==> src/rtl/fetch_pkg.sv <==
// fetch_pkg: shared types and constants for the rv32i fetch front end.
//   fetch_entry_t : one decoded-side entry {pc, instr, fault}
//   NOP           : addi x0,x0,0, used as the payload of a fault entry
//   fetch_state_e : halt FSM states (used when FETCH_MISALIGN_EN is defined)
package fetch_pkg;

  localparam int XLEN_W = 32;

  localparam logic [XLEN_W-1:0] NOP = 32'h0000_0013;

  typedef struct packed {
    logic [XLEN_W-1:0] pc;
    logic [XLEN_W-1:0] instr;
    logic              fault;
  } fetch_entry_t;

  localparam int ENTRY_W = $bits(fetch_entry_t);

  // RUN: fetching. DRAIN: misaligned redirect seen, waiting for dropped
  // responses to retire before pushing the fault entry. HALT: parked.
  typedef enum logic [1:0] {
    ST_RUN   = 2'd0,
    ST_DRAIN = 2'd1,
    ST_HALT  = 2'd2
  } fetch_state_e;

endpackage

==> src/rtl/fetch_stage_if.sv <==
// fetch_stage_if: all non-clock/reset signals of fetch_stage.
//   imem request : o_imem_req_valid / i_imem_req_ready / o_imem_addr
//   imem response: i_imem_rsp_valid / i_imem_rsp_data (in order, no backpressure)
//   redirect     : i_redirect_valid / i_redirect_pc
//   decode side  : o_valid / i_ready / o_pc / o_instr (/ o_fault)
// Modports: master = fetch stage, slave = its environment.
// Macro FETCH_MISALIGN_EN adds o_fault.
interface fetch_stage_if #(
  parameter int XLEN = 32
);
  logic            o_imem_req_valid;
  logic            i_imem_req_ready;
  logic [XLEN-1:0] o_imem_addr;
  logic            i_imem_rsp_valid;
  logic [XLEN-1:0] i_imem_rsp_data;
  logic            i_redirect_valid;
  logic [XLEN-1:0] i_redirect_pc;
  logic            o_valid;
  logic            i_ready;
  logic [XLEN-1:0] o_pc;
  logic [XLEN-1:0] o_instr;

`ifdef FETCH_MISALIGN_EN
  logic            o_fault;

  modport master (
    output o_imem_req_valid, o_imem_addr, o_valid, o_pc, o_instr, o_fault,
    input  i_imem_req_ready, i_imem_rsp_valid, i_imem_rsp_data,
           i_redirect_valid, i_redirect_pc, i_ready
  );
  modport slave (
    input  o_imem_req_valid, o_imem_addr, o_valid, o_pc, o_instr, o_fault,
    output i_imem_req_ready, i_imem_rsp_valid, i_imem_rsp_data,
           i_redirect_valid, i_redirect_pc, i_ready
  );
`else
  modport master (
    output o_imem_req_valid, o_imem_addr, o_valid, o_pc, o_instr,
    input  i_imem_req_ready, i_imem_rsp_valid, i_imem_rsp_data,
           i_redirect_valid, i_redirect_pc, i_ready
  );
  modport slave (
    input  o_imem_req_valid, o_imem_addr, o_valid, o_pc, o_instr,
    output i_imem_req_ready, i_imem_rsp_valid, i_imem_rsp_data,
           i_redirect_valid, i_redirect_pc, i_ready
  );
`endif

endinterface

==> src/rtl/fetch_stage_sync_fifo.sv <==
// sync_fifo: first-word-fallthrough register FIFO with synchronous flush.
//   clk, rstn : clock, synchronous active-low reset
//   flush     : empty the FIFO (wins over push/pop)
//   push, din : write
//   pop       : consume head (ignored when empty)
//   dout      : head entry, 0 when empty
//   count     : occupancy, empty, full
// DEPTH must be a power of two so the pointers wrap naturally.
module sync_fifo #(
  parameter int DLEN  = 8,
  parameter int DEPTH = 4
) (
  input  logic                       clk,
  input  logic                       rstn,
  input  logic                       flush,
  input  logic                       push,
  input  logic [DLEN-1:0]            din,
  input  logic                       pop,
  output logic [DLEN-1:0]            dout,
  output logic [$clog2(DEPTH):0]     count,
  output logic                       empty,
  output logic                       full
);
  localparam int AW = $clog2(DEPTH);

  logic [DLEN-1:0] mem [DEPTH];
  logic [AW-1:0]   wr_ptr, rd_ptr;
  logic [AW:0]     cnt;
  logic            do_pop;

  assign empty  = (cnt == '0);
  assign full   = (cnt == (AW+1)'(DEPTH));
  assign do_pop = pop && !empty;
  assign count  = cnt;
  assign dout   = empty ? '0 : mem[rd_ptr];

  always_ff @(posedge clk) begin
    if (!rstn || flush) begin
      wr_ptr <= '0;
      rd_ptr <= '0;
      cnt    <= '0;
    end else begin
      if (push)   wr_ptr <= wr_ptr + AW'(1);
      if (do_pop) rd_ptr <= rd_ptr + AW'(1);
      cnt <= cnt + (AW+1)'(push) - (AW+1)'(do_pop);
    end
  end

  always_ff @(posedge clk) begin
    if (rstn && !flush && push) mem[wr_ptr] <= din;
  end

  // Writers are credit-limited; a push into a full FIFO without a pop
  // means the credit accounting upstream is broken.
  a_no_overflow: assert property (@(posedge clk) disable iff (!rstn)
    !(push && full && !do_pop && !flush));

endmodule

==> src/rtl/fetch_stage.sv <==
// fetch_stage: rv32i instruction fetch front end.
//   clk, rstn : clock, synchronous active-low reset
//   bus       : fetch_stage_if.master (imem request/response, redirect,
//               {pc, instr} valid/ready towards decode)
// Sequential PCs are issued while inflight + queued < DEPTH, so every
// response always has a queue slot. The PC of each request is parked in a
// side FIFO until its response returns. A redirect flushes both FIFOs and
// turns everything still in flight into drops counted by drop_cnt.
// Macro FETCH_MISALIGN_EN: a misaligned redirect halts fetch and, once the
// drops retire, emits one fault entry {redirect_pc, NOP, fault=1}.
module fetch_stage
  import fetch_pkg::*;
#(
  parameter int              XLEN     = 32,
  parameter logic [XLEN-1:0] RESET_PC = '0,
  parameter int              DEPTH    = 4
) (
  input logic          clk,
  input logic          rstn,
  fetch_stage_if.master bus
);
  localparam int             CW      = $clog2(DEPTH) + 1;
  localparam logic [CW:0]    DEPTH_L = (CW+1)'(DEPTH);

  logic [XLEN-1:0] pc;
  logic [CW-1:0]   inflight, drop_cnt;
  logic [CW-1:0]   count, pcq_count;
  logic            redir, rsp_valid, rsp_keep, req_fire, credit_ok;
  logic            fetch_en, fault_push;
  fetch_entry_t    q_din, q_dout;
  logic            q_empty, q_full, pcq_empty, pcq_full;
  logic [XLEN-1:0] pcq_head;

  assign redir     = bus.i_redirect_valid;
  assign rsp_valid = bus.i_imem_rsp_valid;
  // Responses during a redirect or owed to a flushed request are dropped.
  assign rsp_keep  = rsp_valid && (drop_cnt == '0) && !redir;
  assign credit_ok = ({1'b0, inflight} + {1'b0, count}) < DEPTH_L;

  assign bus.o_imem_req_valid = rstn && fetch_en && !redir && credit_ok;
  assign bus.o_imem_addr      = pc;
  assign req_fire             = bus.o_imem_req_valid && bus.i_imem_req_ready;

  always_ff @(posedge clk) begin
    if (!rstn) begin
      pc       <= RESET_PC;
      inflight <= '0;
      drop_cnt <= '0;
    end else if (redir) begin
      pc       <= {bus.i_redirect_pc[XLEN-1:2], 2'b00};
      inflight <= inflight - CW'(rsp_valid);
      drop_cnt <= inflight - CW'(rsp_valid);
    end else begin
      if (req_fire) pc <= pc + XLEN'(4);
      inflight <= inflight + CW'(req_fire) - CW'(rsp_valid);
      if (rsp_valid && drop_cnt != '0) drop_cnt <= drop_cnt - CW'(1);
    end
  end

`ifdef FETCH_MISALIGN_EN
  fetch_state_e    state, state_nx;
  logic [XLEN-1:0] fault_pc;
  logic            misaligned;

  assign misaligned = redir && (bus.i_redirect_pc[1:0] != 2'b00);

  always_ff @(posedge clk) begin
    if (!rstn) state <= ST_RUN;
    else       state <= state_nx;
  end

  always_ff @(posedge clk) begin
    if (!rstn)           fault_pc <= '0;
    else if (misaligned) fault_pc <= bus.i_redirect_pc;
  end

  always_comb begin
    state_nx = state;
    if (redir)                                    state_nx = misaligned ? ST_DRAIN : ST_RUN;
    else if (state == ST_DRAIN && drop_cnt == '0) state_nx = ST_HALT;
  end

  // No requests leave while halted, so drop_cnt == 0 also means nothing is
  // in flight and the flushed queue has room for the fault entry.
  always_comb begin
    fetch_en   = (state == ST_RUN);
    fault_push = (state == ST_DRAIN) && (drop_cnt == '0) && !redir;
  end
`else
  assign fetch_en   = 1'b1;
  assign fault_push = 1'b0;
`endif

  always_comb begin
    q_din = '{pc: pcq_head, instr: bus.i_imem_rsp_data, fault: 1'b0};
`ifdef FETCH_MISALIGN_EN
    if (fault_push) q_din = '{pc: fault_pc, instr: NOP, fault: 1'b1};
`endif
  end

  sync_fifo #(.DLEN(XLEN), .DEPTH(DEPTH)) u_pcq (
    .clk   (clk),
    .rstn  (rstn),
    .flush (redir),
    .push  (req_fire),
    .din   (pc),
    .pop   (rsp_keep),
    .dout  (pcq_head),
    .count (pcq_count),
    .empty (pcq_empty),
    .full  (pcq_full)
  );

  sync_fifo #(.DLEN(ENTRY_W), .DEPTH(DEPTH)) u_q (
    .clk   (clk),
    .rstn  (rstn),
    .flush (redir),
    .push  (rsp_keep || fault_push),
    .din   (q_din),
    .pop   (bus.i_ready),
    .dout  (q_dout),
    .count (count),
    .empty (q_empty),
    .full  (q_full)
  );

  assign bus.o_valid = rstn && !q_empty;
  assign bus.o_pc    = q_dout.pc;
  assign bus.o_instr = q_dout.instr;

`ifdef FETCH_MISALIGN_EN
  assign bus.o_fault = q_dout.fault;
  logic unused_sig;
  assign unused_sig = ^{q_full, pcq_full, pcq_empty, pcq_count};
`else
  logic unused_sig;
  assign unused_sig = ^{q_full, pcq_full, pcq_empty, pcq_count,
                        q_dout.fault, bus.i_redirect_pc[1:0]};
`endif

endmodule
==> src/flat_wrapper.sv <==
// flat-port wrapper written by rule: the top's interface ports become plain ports
module fetch_stage_flat import fetch_pkg::*;
#(
  parameter int              XLEN     = 32,
  parameter logic [XLEN-1:0] RESET_PC = '0,
  parameter int              DEPTH    = 4
)
  (clk, rstn, bus_o_imem_req_valid, bus_o_imem_addr, bus_o_valid, bus_o_pc, bus_o_instr, bus_i_imem_req_ready, bus_i_imem_rsp_valid, bus_i_imem_rsp_data, bus_i_redirect_valid, bus_i_redirect_pc, bus_i_ready);
  fetch_stage_if #(.XLEN(XLEN)) bus_i ();
  input logic clk;
  input logic rstn;
  output wire logic [$bits(bus_i.o_imem_req_valid)-1:0] bus_o_imem_req_valid;
  output wire logic [$bits(bus_i.o_imem_addr)-1:0] bus_o_imem_addr;
  output wire logic [$bits(bus_i.o_valid)-1:0] bus_o_valid;
  output wire logic [$bits(bus_i.o_pc)-1:0] bus_o_pc;
  output wire logic [$bits(bus_i.o_instr)-1:0] bus_o_instr;
  input wire logic [$bits(bus_i.i_imem_req_ready)-1:0] bus_i_imem_req_ready;
  input wire logic [$bits(bus_i.i_imem_rsp_valid)-1:0] bus_i_imem_rsp_valid;
  input wire logic [$bits(bus_i.i_imem_rsp_data)-1:0] bus_i_imem_rsp_data;
  input wire logic [$bits(bus_i.i_redirect_valid)-1:0] bus_i_redirect_valid;
  input wire logic [$bits(bus_i.i_redirect_pc)-1:0] bus_i_redirect_pc;
  input wire logic [$bits(bus_i.i_ready)-1:0] bus_i_ready;
  assign bus_o_imem_req_valid = bus_i.o_imem_req_valid;
  assign bus_o_imem_addr = bus_i.o_imem_addr;
  assign bus_o_valid = bus_i.o_valid;
  assign bus_o_pc = bus_i.o_pc;
  assign bus_o_instr = bus_i.o_instr;
  assign bus_i.i_imem_req_ready = bus_i_imem_req_ready;
  assign bus_i.i_imem_rsp_valid = bus_i_imem_rsp_valid;
  assign bus_i.i_imem_rsp_data = bus_i_imem_rsp_data;
  assign bus_i.i_redirect_valid = bus_i_redirect_valid;
  assign bus_i.i_redirect_pc = bus_i_redirect_pc;
  assign bus_i.i_ready = bus_i_ready;
  fetch_stage #(.XLEN(XLEN), .RESET_PC(RESET_PC), .DEPTH(DEPTH)) u_core (.clk(clk), .rstn(rstn), .bus(bus_i));
endmodule
==> config.mk <==
export PLATFORM = sky130hd
export DESIGN_NAME = fetch_stage_flat
export DESIGN_NICKNAME = d
export VERILOG_FILES = /design/src/rtl/fetch_pkg.sv /design/src/rtl/fetch_stage_if.sv /design/src/rtl/fetch_stage_sync_fifo.sv /design/src/rtl/fetch_stage.sv /design/src/flat_wrapper.sv
export SDC_FILE = /design/constraint.sdc
export NUM_CORES = 1
export LEC_CHECK = 0
export CORE_AREA = 3 3 272 274
export CTS_CLUSTER_SIZE = 30
export DETAILED_ROUTE_END_ITERATION = 8
export DIE_AREA = 0 0 275 277
export GPL_TIMING_DRIVEN = 1
export RECOVER_POWER = 25
export SETUP_SLACK_MARGIN = 0.15
export SYNTH_ARGS = -nofsm -noshare
export SYNTH_HDL_FRONTEND = slang
export SYNTH_HIERARCHICAL = 1
export SYNTH_SLANG_ARGS = --single-unit
==> constraint.sdc <==
create_clock -name clk -period 2.96 [get_ports clk]
set_clock_uncertainty 0.2 [all_clocks]
set_input_delay 0.296 -clock clk [delete_from_list [all_inputs] [get_ports clk]]
set_output_delay 0.296 -clock clk [all_outputs]
set_load 0.005 [all_outputs]
==> impl_metrics.ini, run 1 <==
[timing]
hold_violations = 0
finalMaxSlewViolations = 0
layout_min_cycle_time_ns = 2.82
holdWs_ns = 0.0672
worst_slew_margin_rel_pct = 28.2
setup_viol = 0
fin_crit_sh_pct = 95.3
rsz0062_at_grt = true
fmax_mhz = 355
worst_slew_pin_slew_ns = 1.08

[floorplan]
start_util_pct = 24.7
io_pins = 168
die_width_um = 275
die_h_um = 277
die_area_sq_mm = 0.0762
coreArea_sq_mm = 0.0716
num_rows = 98

[logic_synthesis]
avgSynthCellArea_sq_um = 18.1
ys_warn_count = 6
netlist_instances = 979
netlist_area_sq_mm = 0.0177

[clock_network]
cts.root.buffer_cell = clkbuf_16
h-tree-depth = 2
cts_tree = built
cts.sinks = 438
cts_buffer_depth = 3
path_clk_slew_ns = 0.06
holdBufCountCts = 0
cts_buffers = 48
clk_latency_ns = 0.60

[place]
numPortBuffers = 163
dpl.hpwl_um = 26800
gp_congestion = 0.802
dpl_cell_area_sq_mm = 0.0209

[worst_setup_path]
worstSetupStartpointType = flip-flop
crit_type = reg -> out
r2r_cells = 13
cpPeakStageDelay_ns = 0.56
cp_slowest_cell = mux4_2
crit_chain = buf_4 > clkbuf_16 > mux4_2 > and2_1 > dlygate4sd2_1
crit_required_ns = 2.46
worstPathMaxFanout = 6
crit_path_end_kind = primary output
worst-endpoint-arrival_ns = 2.32

[grt]
grt_pass1_wl_um = 66900
grt_overflow_total = 0
grt_use_total_pct = 11.9
grt_start_max_net_pins = 42
antenna_found_initial = 2
grt_pass1_vias = 10200

[finish]
multiInputGateArea_sq_mm = 0.00484
fillerInstances = 6918
design_area_sq_mm = 0.0233
area_growth_pct = 32.0
drive_gt1_share_pct = 26.8
mostFrequentLayoutCells = edfxtp_1 (384), mux4_2 (94), and2_1 (73), clkdlybuf4s50_1 (67), clkbuf_16 (50)
regArea_sq_mm = 0.0126
fin_util_pct = 32.6
final_common_cell = edfxtp_1
nets = 1355

[power]
p_leak_uw = 0.00801
power_density_mw_per_mm2 = 594
irDropWorstVdd_mv = 0.452
power_uw = 13900

[worst_hold_path]
hold_path.class = in -> reg
holdPathStages = 3

[drt]
vias = 9888
totalWireLength_um = 45900
wire_per_inst_um = 20.4
via_per_inst = 4.39
ant_nets = 0
drt_iter0_drc = 621
drc = 0
drt_pre_antenna_iters = 5

[flow_run]
drv_cap = 0

[run_status]
status = completed
per-stage QoR:
stage | TNS (ns) | std cells | setup WS, ns
6_report | 0 | 2252 | 0.140
5_1_grt | 0 | 2252 | 0.0637
4_1_cts | -0.0585 | 2230 | -0.0243
3_5_place_dp | 0 | 2107 | 0.00371
3_3_place_gp | 0 | 2107 | 0.0242
2_1_floorplan | 0 | 988 | 0.160
worst max-delay path, delay by kind of cell, from the launching register on:
family	cells	cell delay (ns)
buffers and inverters	3	0.61
flip-flops	1	0.39
multiplexers	1	0.56
AND/OR/NAND/NOR	1	0.18
repair_timing:
item | 4_1_cts | 5_1_grt
cloned | 11 | 2
setup buffers | 23 | 18
setup endpoints to repair | 65 | 47
resized for setup | 167 | 42
pin swaps | 12 | 10
power breakdown:
part	total (uW)	switching, uW	internal [uW]
Combinational	969	452	517
Sequential	6840	77.5	6770
Clock	6060	2480	3570
path summary, 6_finish.rpt:
kind,from,end,slack [ns]
worst min register to register,u_core/u_q/rd_ptr[1],flip-flop,0.31
worst max register to register,u_core/u_q/count[2],u_core/u_pcq/count[2],0.29
worst max-delay path,flip-flop,bus_o_pc[19],0.14
worst min-delay path,bus_i_redirect_pc[12],u_core/bus.o_imem_addr[12],0.07
metal layers:
| metal | track usage [%] | vias to the layer above | routed length, um | part of all wire [%] |
|---|---|---|---|---|
| met5 | 0 | - | 0 | 0 |
| li1 | - | 4445 | - | - |
| met4 | 2.74 | 0 | 843 | 1.8 |
| met3 | 2.63 | 59 | 2330 | 5.1 |
| met1 | 15.9 | 5119 | 20400 | 44 |
| met2 | 19.6 | 265 | 22400 | 49 |
state kept, by name, summed over array words and instances, names as in the netlist, named ones only:
| register | flops |
|---|---|
| u_core/bus.o_imem_addr | 30 |
| u_core/u_pcq/wr_ptr | 2 |
| u_core/u_q/count | 3 |
| u_core/u_pcq/rd_ptr | 2 |
| u_core/u_pcq/mem | 128 |
| u_core/u_q/rd_ptr | 2 |
| u_core/u_q/mem | 256 |
| u_core/u_q/wr_ptr | 2 |
| u_core/drop_cnt | 3 |
| u_core/u_pcq/count | 3 |
| u_core/inflight | 3 |
cell type report:
class | count | share of cell area [%]
Sequential cell | 438 | 54.1
Timing Repair Buffer | 269 | 12.8
Antenna cell | 2 | 0.0214
Multi-Input combinational cell | 478 | 20.7
Clock inverter | 30 | 1.53
Clock buffer | 59 | 5.36
Inverter | 26 | 0.418
Tap cell | 950 | 5.09
Note: power is estimated with default switching activity, not from simulation.
==> run 2: changes to the inputs <==
--- a/config.mk
+++ b/config.mk
@@ -5,11 +5,14 @@
 export SDC_FILE = /design/constraint.sdc
 export NUM_CORES = 1
 export LEC_CHECK = 0
+export CELL_PAD_IN_SITES_DETAIL_PLACEMENT = 0
+export CELL_PAD_IN_SITES_GLOBAL_PLACEMENT = 2
 export CORE_AREA = 3 3 272 274
 export CTS_CLUSTER_SIZE = 30
 export DETAILED_ROUTE_END_ITERATION = 8
 export DIE_AREA = 0 0 275 277
 export GPL_TIMING_DRIVEN = 1
+export PLACE_DENSITY_LB_ADDON = 0.1
 export RECOVER_POWER = 25
 export SETUP_SLACK_MARGIN = 0.15
 export SYNTH_ARGS = -nofsm -noshare
==> run 2 against run 1 <==
Against the previous run:
- critical path depth increased by 4
- via count decreased by 1.9%
- clock-buffer cell count increased by 5
- total power decreased by 0.22%
- final area decreased by 0.23%
- final cell count increased by 0.22%
- critical path type unchanged
- largest cell class unchanged
- global-route usage increased by 1.2 points
- register-to-register slack improved by 0.03 ns
==> impl_metrics.ini, run 2 (synthesis results as in run 1) <==
[timing]
worst_slew_margin_rel_pct = 46.5
finalMaxSlewViolations = 0
worst_slack_ns = 0.112
timing.setup.tns_ns = 0
worst_slew_pin_slew_ns = 0.799
holdWs_ns = 0.0647
rsz0062_at_grt = true
setup_viol = 0
hold_violations = 0
fmax_mhz = 351
layout_min_cycle_time_ns = 2.85
fin_crit_sh_pct = 96.2

[clock_network]
cts_buffers = 51
h-tree-depth = 2
path_clk_slew_ns = 0.06
cts.root.buffer_cell = clkbuf_16
cts.sinks = 438
cts_tree = built
cts_buffer_depth = 3
clk_latency_ns = 0.59

[grt]
grt_overflow_total = 0
antenna_found_initial = 2
grt_pass1_wl_um = 73000
grt_start_max_net_pins = 34
grt_use_total_pct = 13.0
grt_pass1_vias = 10400

[place]
numPortBuffers = 163
gp_congestion = 0.678
dpl.hpwl_um = 30800
place_ws_ns = 0.0926
dpl_cell_area_sq_mm = 0.0211

[worst_setup_path]
ff2ff_setup_slack_ns = 0.32
timing.rr.end = u_core/u_pcq/count[2]
crit_chain = buf_12 > buf_12 > buf_16 > buf_4 > buf_6 > buf_6 > mux4_2 > and2_4 > buf_6
crit_family = buffers and inverters
crit_required_ns = 2.46
cpPeakStageDelay_ns = 0.40
r2r_cells = 13
cp_num_buf_inv = 7
cp_common_cell = buf_6
crit_type = reg -> out
worstSetupStartpointType = flip-flop
worst-endpoint-arrival_ns = 2.35
reg2reg_from = u_core/u_q/count[2]
cp_slowest_cell = mux4_2
worstPathMaxFanout = 4
crit_path_end_kind = primary output

[floorplan]
die_area_sq_mm = 0.0762
coreArea_sq_mm = 0.0716
num_rows = 98
start_util_pct = 24.7
io_pins = 168
die_h_um = 277
die_width_um = 275

[finish]
final_common_cell = edfxtp_1
design_area_sq_mm = 0.0233
nets = 1361
area_growth_pct = 31.7
mostFrequentLayoutCells = edfxtp_1 (384), mux4_2 (94), and2_1 (76), clkdlybuf4s50_1 (65), clkbuf_16 (52)
top_register = u_core/u_q/mem
largest_reg_flops = 256
drive_gt1_share_pct = 27.2

[run_status]
status = completed

[power]
irDropWorstVdd_mv = 0.340
power_density_mw_per_mm2 = 594
p_leak_uw = 0.00804

[drt]
ant_nets = 0
via_per_inst = 4.30
drt_pre_antenna_iters = 4
wire_per_inst_um = 21.9
drc = 0
vias = 9701
totalWireLength_um = 49500
drt_iter0_drc = 515

[worst_hold_path]
min_to = u_core/bus.o_imem_addr[29]
min-delay-start = bus_i_redirect_pc[29]
holdPathStages = 3
hold_path.class = in -> reg

[flow_run]
drv_cap = 0
==> run 2: how the worst max path moves through the flow <==
stage                                   start                         end  slack (ns)  cells after the start
after global routing                flip-flop             bus_o_instr[15]        0.02                      9
after CTS                           flip-flop                bus_o_pc[20]        0.01                      5
after floorplan           u_core/u_q/count[2]          u_core/inflight[2]        0.16                     13
final                               flip-flop             bus_o_instr[15]        0.11                      9
after global placement                   rstn       u_core/u_pcq/count[2]        0.12                     13
after detailed placement                 rstn  u_core/bus.o_imem_addr[28]        0.09                      9
==> run 2: per-stage QoR <==
stage	cells	total power (uW)	util, %
detailed placement	2119	7800	29.4
CTS	2250	14200	32.5
global placement	2119	7790	29.4
finish	2257	13800	32.5
global route	2257	14400	32.5
floorplan	988	7290	-
==> run 2: layer usage <==
| metal | vias to the layer above | GRT usage (%) | part of all wire (%) |
|---|---|---|---|
| li1 | 4443 | - | - |
| met1 | 4997 | 17.8 | 45 |
| met2 | 198 | 21.3 | 48 |
| met3 | 63 | 2.39 | 4.2 |
| met4 | 0 | 3.51 | 2.3 |
| met5 | - | 0 | 0 |
==> run 2: cell type report <==
type                       instances  area [sq um]
inverter                          26          97.6
clock inverter                    28           249
timing repair buffer             272          2910
tap                              950          1190
clock buffer                      64          1380
sequential                       438         12600
antenna                            1          2.50
multi-input combinational        478          4840
fill                            7044         48300
==> run 2: worst register-to-register path: cells and delay by family (launching register included) <==
kind / cells / cell delay [ns]
AND/OR/NAND/NOR: 3 / 0.38
adder cells (fa/ha/maj): 4 / 0.99
buffers and inverters: 5 / 0.36
XOR/XNOR: 1 / 0.21
flip-flops: 1 / 0.37
==> run 2: what timing repair did <==
action / in CTS / in global routing
resized for setup: 210 / 25
buffers inserted: 31 / 6
endpoints found under the hold margin: 2 / 0
endpoints found under the setup margin: 65 / 48
pin swaps: 18 / 3
hold buffers: 1 / 0
cloned: 7 / 0
==> run 2: power breakdown <==
part | total, uW | internal (uW) | leakage [uW] | switching, uW
Clock | 6120 | 3620 | 0.000800 | 2490
Combinational | 879 | 448 | 0.00307 | 431
Sequential | 6840 | 6770 | 0.00418 | 73.1
==> run 3: changes to the inputs <==
--- a/config.mk
+++ b/config.mk
@@ -5,12 +5,10 @@
 export SDC_FILE = /design/constraint.sdc
 export NUM_CORES = 1
 export LEC_CHECK = 0
-export CELL_PAD_IN_SITES_DETAIL_PLACEMENT = 0
-export CELL_PAD_IN_SITES_GLOBAL_PLACEMENT = 2
-export CORE_AREA = 3 3 272 274
+export CORE_AREA = 4 4 273 275
 export CTS_CLUSTER_SIZE = 30
 export DETAILED_ROUTE_END_ITERATION = 8
-export DIE_AREA = 0 0 275 277
+export DIE_AREA = 0 0 277 279
 export GPL_TIMING_DRIVEN = 1
 export PLACE_DENSITY_LB_ADDON = 0.1
 export RECOVER_POWER = 25
==> run 3 against run 2 <==
Against the previous run:
- sequential cell count unchanged
- sequential power about the same
- via count increased by 0.22%
- global-route usage decreased by 0.92 points
- final area increased by 0.52%
- clock-buffer cell count unchanged
- largest cell class unchanged
- first-iteration DRC count increased by 2.1%
- die area increased by 1.5%
==> impl_metrics.ini, run 3 (synthesis results as in run 1) <==
[drt]
ant_nets = 0
drt-met1-wl_um = 21700
via_per_inst = 4.28
vias = 9722
drt_pre_antenna_iters = 5
wl_met2_um = 22500
drc = 0
drt_iter0_drc = 526
wire_per_inst_um = 20.8
totalWireLength_um = 47100
highest_layer = met4
wl_met3_um = 2080

[place]
numPortBuffers = 163
dpl.hpwl_um = 29500
gp_congestion = 0.702
dpl_cell_area_sq_mm = 0.0211
placedCellCount = 2131

[finish]
fillerInstances = 7064
layout.cells.non_filler = 2270
top_register = u_core/u_q/mem
mostFrequentLayoutCells = edfxtp_1 (384), mux4_2 (94), and2_1 (75), clkdlybuf4s50_1 (65), clkbuf_16 (51)
nets = 1362
final_common_cell = edfxtp_1
area_growth_pct = 32.3
diodes = 0
fin_util_pct = 32.4
design_area_sq_mm = 0.0234
regArea_sq_mm = 0.0126
largest_reg_flops = 256
multiInputGateArea_sq_mm = 0.00486
drive_gt1_share_pct = 27.1

[timing]
worst_slew_pin_slew_ns = 0.692
fin_crit_sh_pct = 93.5
layout_min_cycle_time_ns = 2.77
holdWs_ns = 0.0536
hold_violations = 0
finalMaxSlewViolations = 0
timing.setup.tns_ns = 0
rsz0062_at_grt = true
fmax_mhz = 361
worst_slew_margin_rel_pct = 53.9
setup_viol = 0

[clock_network]
path_clk_slew_ns = 0.06
cts_buffers = 51
clk_latency_ns = 0.59
cts_buffer_depth = 3
cts_tree = built
cts.sinks = 438
cts.root.buffer_cell = clkbuf_16
h-tree-depth = 2

[worst_setup_path]
timing.rr.end = u_core/inflight[2]
crit_type = reg -> out
worst-endpoint-arrival_ns = 2.27
reg2reg_from = u_core/u_q/count[2]
ff2ff_setup_slack_ns = 0.20
r2r_cells = 12
crit_path_end_kind = primary output
worstSetupStartpointType = flip-flop
worstPathMaxFanout = 5
crit_required_ns = 2.46

[floorplan]
num_rows = 99
die_area_sq_mm = 0.0773
die_h_um = 279
io_pins = 168
coreArea_sq_mm = 0.0723
die_width_um = 277
start_util_pct = 24.5

[worst_hold_path]
holdPathStages = 5
min-delay-start = bus_i_redirect_valid
min_to = u_core/inflight[1]
hold_path.class = in -> reg

[flow_run]
drv_cap = 0

[grt]
grt_pass1_vias = 10400
grt_overflow_total = 0
antenna_found_initial = 0
grt_start_max_net_pins = 37
grt_use_total_pct = 12.1
grt_pass1_wl_um = 70500

[power]
power_switching_uw = 3030
p_clk_share_pct = 44.7
swShare_pct = 21.7
p_seq_share_pct = 49.0
p_leak_uw = 0.00805
power_density_mw_per_mm2 = 595
internal_power_uw = 10900
p_comb_share_pct = 6.3
irDropWorstVdd_mv = 0.334

[run_status]
status = completed
==> run 3: cell types whose count changed in the layout (fill, tap and decap cells not counted), sizes merged <==
cell	change
dlygate4sd2	+14
clkbuf	-8
buf	-4
clkdlybuf4s15	+3
dlymetal6s2s	-3
clkinvlp	+2
bufinv	+1
diode	-1
dlygate4sd3	-1
inv	+1
==> run 3: power by group through the flow <==
stage / logic [uW] / registers, uW / clock network, uW
CTS: 914 / 6830 / 6480
detailed placement: 843 / 6960 / 0
floorplan: 335 / 6960 / 0
global route: 969 / 6840 / 6750
global placement: 840 / 6960 / 0
finish: 877 / 6830 / 6220
==> run 3: area by class of cell <==
cell class | instances | share of cell area [%]
inverter | 26 | 0.417
clock buffer | 64 | 5.79
sequential | 438 | 53.9
timing repair buffer | 273 | 12.7
clock inverter | 32 | 1.30
tap | 959 | 5.13
multi-input combinational | 478 | 20.7
==> run 3: worst max path at each step <==
stage,startpoint,endpoint,depth (start not counted),slack [ns]
3_3_place_gp,rstn,u_core/u_pcq/count[2],13,0.04
5_1_grt,u_core/u_q/count[2],u_core/inflight[2],12,0.08
2_1_floorplan,u_core/u_q/count[2],u_core/inflight[2],13,0.16
3_5_place_dp,rstn,u_core/u_pcq/count[2],13,0.05
4_1_cts,flip-flop,bus_o_instr[4],7,0.07
6_report,flip-flop,bus_o_pc[23],6,0.19
==> run 3: repair_timing <==
item / 4_1_cts / 5_1_grt
cloned: 7 / 0
resized for setup: 207 / 16
pin swaps: 18 / 2
setup endpoints to repair: 65 / 35
setup buffers: 30 / 6
hold buffers: 0 / 0
==> run 3: stage by stage <==
| stage | setup WS, ns | power (uW) |
|---|---|---|
| 3_5_place_dp | 0.0494 | 7800 |
| 5_1_grt | 0.0833 | 14600 |
| 2_1_floorplan | 0.160 | 7290 |
| 6_report | 0.191 | 13900 |
| 3_3_place_gp | 0.0426 | 7800 |
| 4_1_cts | 0.0657 | 14200 |
==> run 3: critical path: stages, from the launching register on <==
cell and delay [ns]:
dfxtp_4 0.37, buf_4 0.12, buf_12 0.12, buf_16 0.13, mux4_2 0.51, and2_1 0.18
dlygate4sd2_1 0.26
==> run 3: routing by layer <==
metal | vias to the layer above | GRT usage, %
li1 | 4454 | -
met1 | 4988 | 16.4
met2 | 216 | 20.0
met3 | 64 | 2.53
met4 | 0 | 2.94
met5 | - | 0
